--- config.mk ---
export PLATFORM = sky130hd
export DESIGN_NAME = mux8_rr_arbiter_flat
export DESIGN_NICKNAME = d
export VERILOG_FILES = /design/src/rtl/mux8_arb_if.sv /design/src/rtl/mux8_rr_arbiter.sv /design/src/flat_wrapper.sv
export SDC_FILE = /design/constraint.sdc
export NUM_CORES = 1
export LEC_CHECK = 0
export BUFFER_PORTS_ARGS = -buffer_cell sky130_fd_sc_hd__clkbuf_2
export CAP_MARGIN = 0
export CORE_AREA = 2 2 61 63
export DETAILED_ROUTE_END_ITERATION = 8
export DIE_AREA = 0 0 63 65
export HOLD_SLACK_MARGIN = 0.05
export PLACE_DENSITY_LB_ADDON = 0.3
export SYNTH_ARGS = -nofsm -noshare
export SYNTH_HDL_FRONTEND = slang
export SYNTH_SLANG_ARGS = --single-unit
--- constraint.sdc ---
create_clock -name clk -period 5.3 [get_ports clk]
set_input_delay 0.53 -clock clk [delete_from_list [all_inputs] [get_ports clk]]
set_output_delay 0.53 -clock clk [all_outputs]
set_load 0.01 [all_outputs]
--- src/rtl/mux8_arb_if.sv ---
// Bundle between the eight requesting channels and the round-robin mux arbiter.
// master = requester side (drives req/d), slave = arbiter side (drives sel/gnt/busy/y).
interface mux8_arb_if;
  logic [7:0] req;
  logic [7:0] d;
  logic [2:0] sel;
  logic [7:0] gnt;
  logic       busy;
  logic       y;

  modport master (output req, d, input sel, gnt, busy, y);
  modport slave  (input req, d, output sel, gnt, busy, y);
endinterface

--- src/rtl/mux8_rr_arbiter.sv ---
// Round-robin arbiter owning the select of a shared 8:1 mux, with registered data output.
// Optional per-grant hold limit enabled by defining MUX8_ARB_HOLD_LIMIT_EN.
module mux8_rr_arbiter #(
  parameter int MAX_HOLD = 4
) (
  input  logic       clk,
  input  logic       rst,
  mux8_arb_if.slave  bus
);

  typedef enum logic {IDLE, GRANT} state_t;

  if (MAX_HOLD < 1 || MAX_HOLD > 15) begin : g_bad_max_hold
    $error("mux8_rr_arbiter: MAX_HOLD must be in 1..15");
  end

  state_t     state_q, state_d;
  logic [2:0] ptr_q, ptr_d;
  logic [2:0] sel_q, sel_d;
  logic [7:0] gnt_q, gnt_d;
  logic       busy_q, busy_d;
  logic       y_q, y_d;

  logic       release_c;
  logic [2:0] scan_ptr;
  logic [3:0] pick;

  // Returns {found, index}; lowest offset from p wins, wrapping 7->0.
  function automatic logic [3:0] rr_pick(input logic [7:0] r, input logic [2:0] p);
    logic [2:0] idx;
    rr_pick = 4'b0;
    for (int i = 7; i >= 0; i--) begin
      idx = p + 3'(i);
      if (r[idx]) rr_pick = {1'b1, idx};
    end
  endfunction

`ifdef MUX8_ARB_HOLD_LIMIT_EN
  localparam int HCNT_W = $clog2(MAX_HOLD + 1);
  localparam logic [HCNT_W-1:0] HOLD_MAX = HCNT_W'(MAX_HOLD);

  logic [HCNT_W-1:0] hcnt_q, hcnt_d;

  assign release_c = !bus.req[sel_q] || (hcnt_q == HOLD_MAX);

  always_comb begin
    hcnt_d = hcnt_q;
    if (state_q == IDLE) begin
      if (pick[3]) hcnt_d = HCNT_W'(1);
    end else if (release_c) begin
      if (pick[3]) hcnt_d = HCNT_W'(1);
    end else if (hcnt_q != HOLD_MAX) begin
      hcnt_d = hcnt_q + HCNT_W'(1);
    end
  end

  always_ff @(posedge clk) begin
    if (rst) hcnt_q <= '0;
    else     hcnt_q <= hcnt_d;
  end
`else
  assign release_c = !bus.req[sel_q];
`endif

  // A released grantee is pushed to lowest priority by scanning from sel+1.
  assign scan_ptr = (state_q == GRANT) ? sel_q + 3'd1 : ptr_q;
  assign pick     = rr_pick(bus.req, scan_ptr);

  always_comb begin
    state_d = state_q;
    ptr_d   = ptr_q;
    sel_d   = sel_q;
    gnt_d   = gnt_q;
    busy_d  = busy_q;
    y_d     = busy_q ? bus.d[sel_q] : 1'b0;

    unique case (state_q)
      IDLE: begin
        if (pick[3]) begin
          sel_d   = pick[2:0];
          gnt_d   = 8'b1 << pick[2:0];
          busy_d  = 1'b1;
          state_d = GRANT;
        end else begin
          gnt_d  = 8'h00;
          busy_d = 1'b0;
        end
      end
      GRANT: begin
        if (release_c) begin
          ptr_d = scan_ptr;
          if (pick[3]) begin
            sel_d  = pick[2:0];
            gnt_d  = 8'b1 << pick[2:0];
            busy_d = 1'b1;
          end else begin
            gnt_d   = 8'h00;
            busy_d  = 1'b0;
            state_d = IDLE;
          end
        end
      end
      default: state_d = IDLE;
    endcase
  end

  always_ff @(posedge clk) begin
    if (rst) begin
      state_q <= IDLE;
      ptr_q   <= 3'd0;
      sel_q   <= 3'd0;
      gnt_q   <= 8'h00;
      busy_q  <= 1'b0;
      y_q     <= 1'b0;
    end else begin
      state_q <= state_d;
      ptr_q   <= ptr_d;
      sel_q   <= sel_d;
      gnt_q   <= gnt_d;
      busy_q  <= busy_d;
      y_q     <= y_d;
    end
  end

  assign bus.sel  = sel_q;
  assign bus.gnt  = gnt_q;
  assign bus.busy = busy_q;
  assign bus.y    = y_q;

endmodule

--- src/flat_wrapper.sv ---
// flat-port wrapper written by rule: the top's interface ports become plain ports
module mux8_rr_arbiter_flat 
#(
  parameter int MAX_HOLD = 4
)
  (clk, rst, bus_req, bus_d, bus_sel, bus_gnt, bus_busy, bus_y);
  mux8_arb_if bus_i ();
  input  logic clk;
  input  logic rst;
  input wire logic [$bits(bus_i.req)-1:0] bus_req;
  input wire logic [$bits(bus_i.d)-1:0] bus_d;
  output wire logic [$bits(bus_i.sel)-1:0] bus_sel;
  output wire logic [$bits(bus_i.gnt)-1:0] bus_gnt;
  output wire logic [$bits(bus_i.busy)-1:0] bus_busy;
  output wire logic [$bits(bus_i.y)-1:0] bus_y;
  assign bus_i.req = bus_req;
  assign bus_i.d = bus_d;
  assign bus_sel = bus_i.sel;
  assign bus_gnt = bus_i.gnt;
  assign bus_busy = bus_i.busy;
  assign bus_y = bus_i.y;
  mux8_rr_arbiter #(.MAX_HOLD(MAX_HOLD)) u_core (.clk(clk), .rst(rst), .bus(bus_i));
endmodule
==> flow_summary.yaml <==
detailed_routing:
  drc: 0
  viasPerCell: 6.49
  dr.pass1.iters: 8
  wl_per_cell_microns: 17.0
  drt_wl_total_microns: 4810
  postRouteAntennaNets: 0
  drt-initial-drc-count: 157
  via_count: 1836
finish:
  drive_above_1_share_pct: 24.3
  finalNetCount: 257
  area_growth_pct: 11.0
  num-fill-cells: 344
  num_antenna_cells: 0
global_routing:
  antenna_found_initial: 0
  grt_overflow: 0
  grt_max_degree: 17
  grt_pass1_wl_microns: 7980
  grtUsageTotal_pct: 24.8
  grt_pass1_vias: 1701
clock_network:
  numCtsBuffers: 3
  clkLatencyLatePin_ns: 0.29
  clockBufferDepth: 2
  cts-resized-gates: 0
  cts_sinks: 17
  clock_tree.root_cell: "clkbuf_4"
  cts_tree: "done"
  htreeDepth: 1
  hold_buffers: 0
  clk_pin_slew_ns: 0.10
  post_cts_buffers: 0
power:
  p_sw_mw: 0.687
  seq_power_share_pct: 16.4
  p_int_mw: 0.623
  combinationalPowerShare_pct: 78.4
  switching_share_pct: 52.4
  p_clk_share_pct: 5.2
  p_per_area_mw_per_mm2: 655
  peakVddDrop_mv: 0.307
  power_leakage_nw: 0.819
min_path:
  hp-class: "reg2reg"
placement:
  place_congestion: 0.915
  io_buffers: 30
  hpwl_microns: 3810
synthesis:
  async_flop_share_pct: 0
  yosysMostFrequentCell: "nand2_1"
  synth_top_area_share_pct: 18.9
  synth_ff_type: "dfxtp_1"
  synth_edf_count: 0
  syn_nets: 230
  synth_warnings: 0
  yosys.area.top_type: "dfxtp_1"
  synth_seq_cells: 17
  synth_common_cells: "nand2_1 (25), dfxtp_1 (17), a21oi_1 (16)"
  netlist_area_sq_mm: 0.00180
  synth.distinct_cells: 53
  ys_seq_area_share_pct: 18.9
  synth_area_per_cell_sq_um: 8.62
  syn_inst: 209
  ys_top_cells_by_area: "dfxtp_1 (19%), mux4_2 (13%), mux2i_1 (5.6%), nand2_1 (5.2%), a21oi_1 (4.4%)"
sta:
  max_freq_mhz: 256
  setup_viol: 0
  worstMarginPinSlew_ns: 0.621
  layout_min_cycle_time_ns: 3.90
  slew_violations: 0
  finClkSkew_ns: 0.00672
  hold_viol: 0
  setup_tns_ns: 0
  fin_hold_ws_ns: 0.464
  slew_headroom_pct: 57.4
  rsz0062_at_grt: "no"
  finalCritPeriodShare_pct: 73.6
floorplanning:
  die-width_microns: 63
  dieArea_sq_mm: 0.00410
  core_sq_mm: 0.00350
  start_util_pct: 51.5
  io_pins: 31
  num_rows: 22
  fp.dieH_microns: 65
critical_path:
  path_class: "reg2reg"
  cp.required_ns: 5.50
  crit_fanout: 16
  crit_path_end_kind: "flop"
  cp-start-kind: "flop"
  cp.arrival_ns: 4.10
job:
  timing.max_cap.violations: 0
run_status:
  status: "finished clean"
[layout make-up]
cell class                 instances  area (sq um)  area share [%]
tap                               48          60.1            3.00
multi-input combinational        177          1390            69.6
sequential                        17           340            17.0
timing repair buffer              31           158            7.88
clock inverter                     1          5.00           0.250
inverter                           6          22.5            1.13
clock buffer                       3          22.5            1.13
[power by group through the flow]
stage / clock network, mW / logic (mW) / registers [mW]
after detailed placement: 0 / 1.01 / 0.219
after floorplan: 0 / 0.787 / 0.219
final: 0.0685 / 1.03 / 0.215
after global routing: 0.0755 / 1.12 / 0.221
after CTS: 0.0716 / 1.02 / 0.216
after global placement: 0 / 1.00 / 0.217
[logic make-up (layout without fill, tap and decap cells)]
group	after synthesis	in the layout	share of synthesized area (%)
simple gates	76	76	21.6
compound gates	67	67	28.8
mux	25	25	21.4
flops	17	17	18.9
buf+inv	15	41	3.89
xor+xnor	6	6	3.33
fa+ha+maj	3	3	2.08
[cell usage in the layout, fill, tap and decap left out, drive strengths merged, types with 2 or more instances in the layout]
master / Yosys / final
o31ai: 4 / 4
a32o: 6 / 6
a21oi: 17 / 17
and3: 4 / 4
a211o: 2 / 2
xnor2: 5 / 5
a211oi: 2 / 2
nand4: 6 / 6
nor2: 8 / 8
nand3: 12 / 12
and2: 7 / 7
o211ai: 3 / 3
a311oi: 3 / 3
nand3b: 4 / 4
nand4b: 2 / 2
o21a: 3 / 3
nand2b: 3 / 3
a21o: 3 / 3
mux2i: 10 / 10
o22ai: 3 / 3
o31a: 2 / 2
inv: 6 / 6
nand2: 26 / 26
ha: 3 / 3
o22a: 2 / 2
dfxtp: 17 / 17
clkbuf: 3 / 33
mux2: 5 / 5
o211a: 2 / 2
mux4: 10 / 10
o21ai: 8 / 8
[sequential cells by signal, indices dropped and copies added, names as in the netlist]
signal and cells:
u_core.bus.busy 1, u_core.bus.gnt 8, u_core.bus.sel 3, u_core.bus.y 1
u_core.ptr_q 3, u_core.state_q 1
[metrics by stage]
stage / power, mW / cell area, sq um / setup WS (ns) / cells / util, %
6_report: 1.31 / 2000 / 1.40 / 283 / 57.2
5_1_grt: 1.41 / 2000 / 0.904 / 283 / 57.2
4_1_cts: 1.30 / 2000 / 1.42 / 283 / 57.2
3_5_place_dp: 1.23 / 1970 / 1.41 / 279 / 56.4
3_3_place_gp: 1.22 / 1970 / 1.49 / 279 / 56.4
2_1_floorplan: 1.01 / 1800 / 1.75 / 209 / -
[worst paths after layout]
kind	from	slack (ns)	depth (start not counted)	end
worst max-delay path	u_core.state_q$_SDFF_PP0_	1.40	10	u_core.bus.gnt[0]$_SDFFE_PP0N_
worst min-delay path	u_core.bus.gnt[4]$_SDFFE_PP0N_	0.46	2	u_core.bus.gnt[4]$_SDFFE_PP0N_
worst max register to register	u_core.state_q$_SDFF_PP0_	1.40	10	u_core.bus.gnt[0]$_SDFFE_PP0N_
worst min register to register	u_core.bus.gnt[4]$_SDFFE_PP0N_	0.46	2	u_core.bus.gnt[4]$_SDFFE_PP0N_
[critical path: stages, from the launching register on]
cell,delay [ns]
dfxtp_1,0.68
nand2_1,0.32
nand2_2,0.36
inv_2,0.14
ha_1,0.25
xnor2_1,0.35
mux2_2,0.42
a211o_1,0.34
o41ai_4,0.53
a211oi_2,0.13
a32o_1,0.28
[per-layer routing]
layer  vias up  global-route usage (%)  wire length, microns
met5         -                       0                     0
met4         0                    11.4                   120
met3        11                    2.60                   380
met2        96                    43.0                  2290
met1       856                    31.1                  2020
li1        873                       -                     -
No activity file was read; power rests on OpenSTA's default activity.
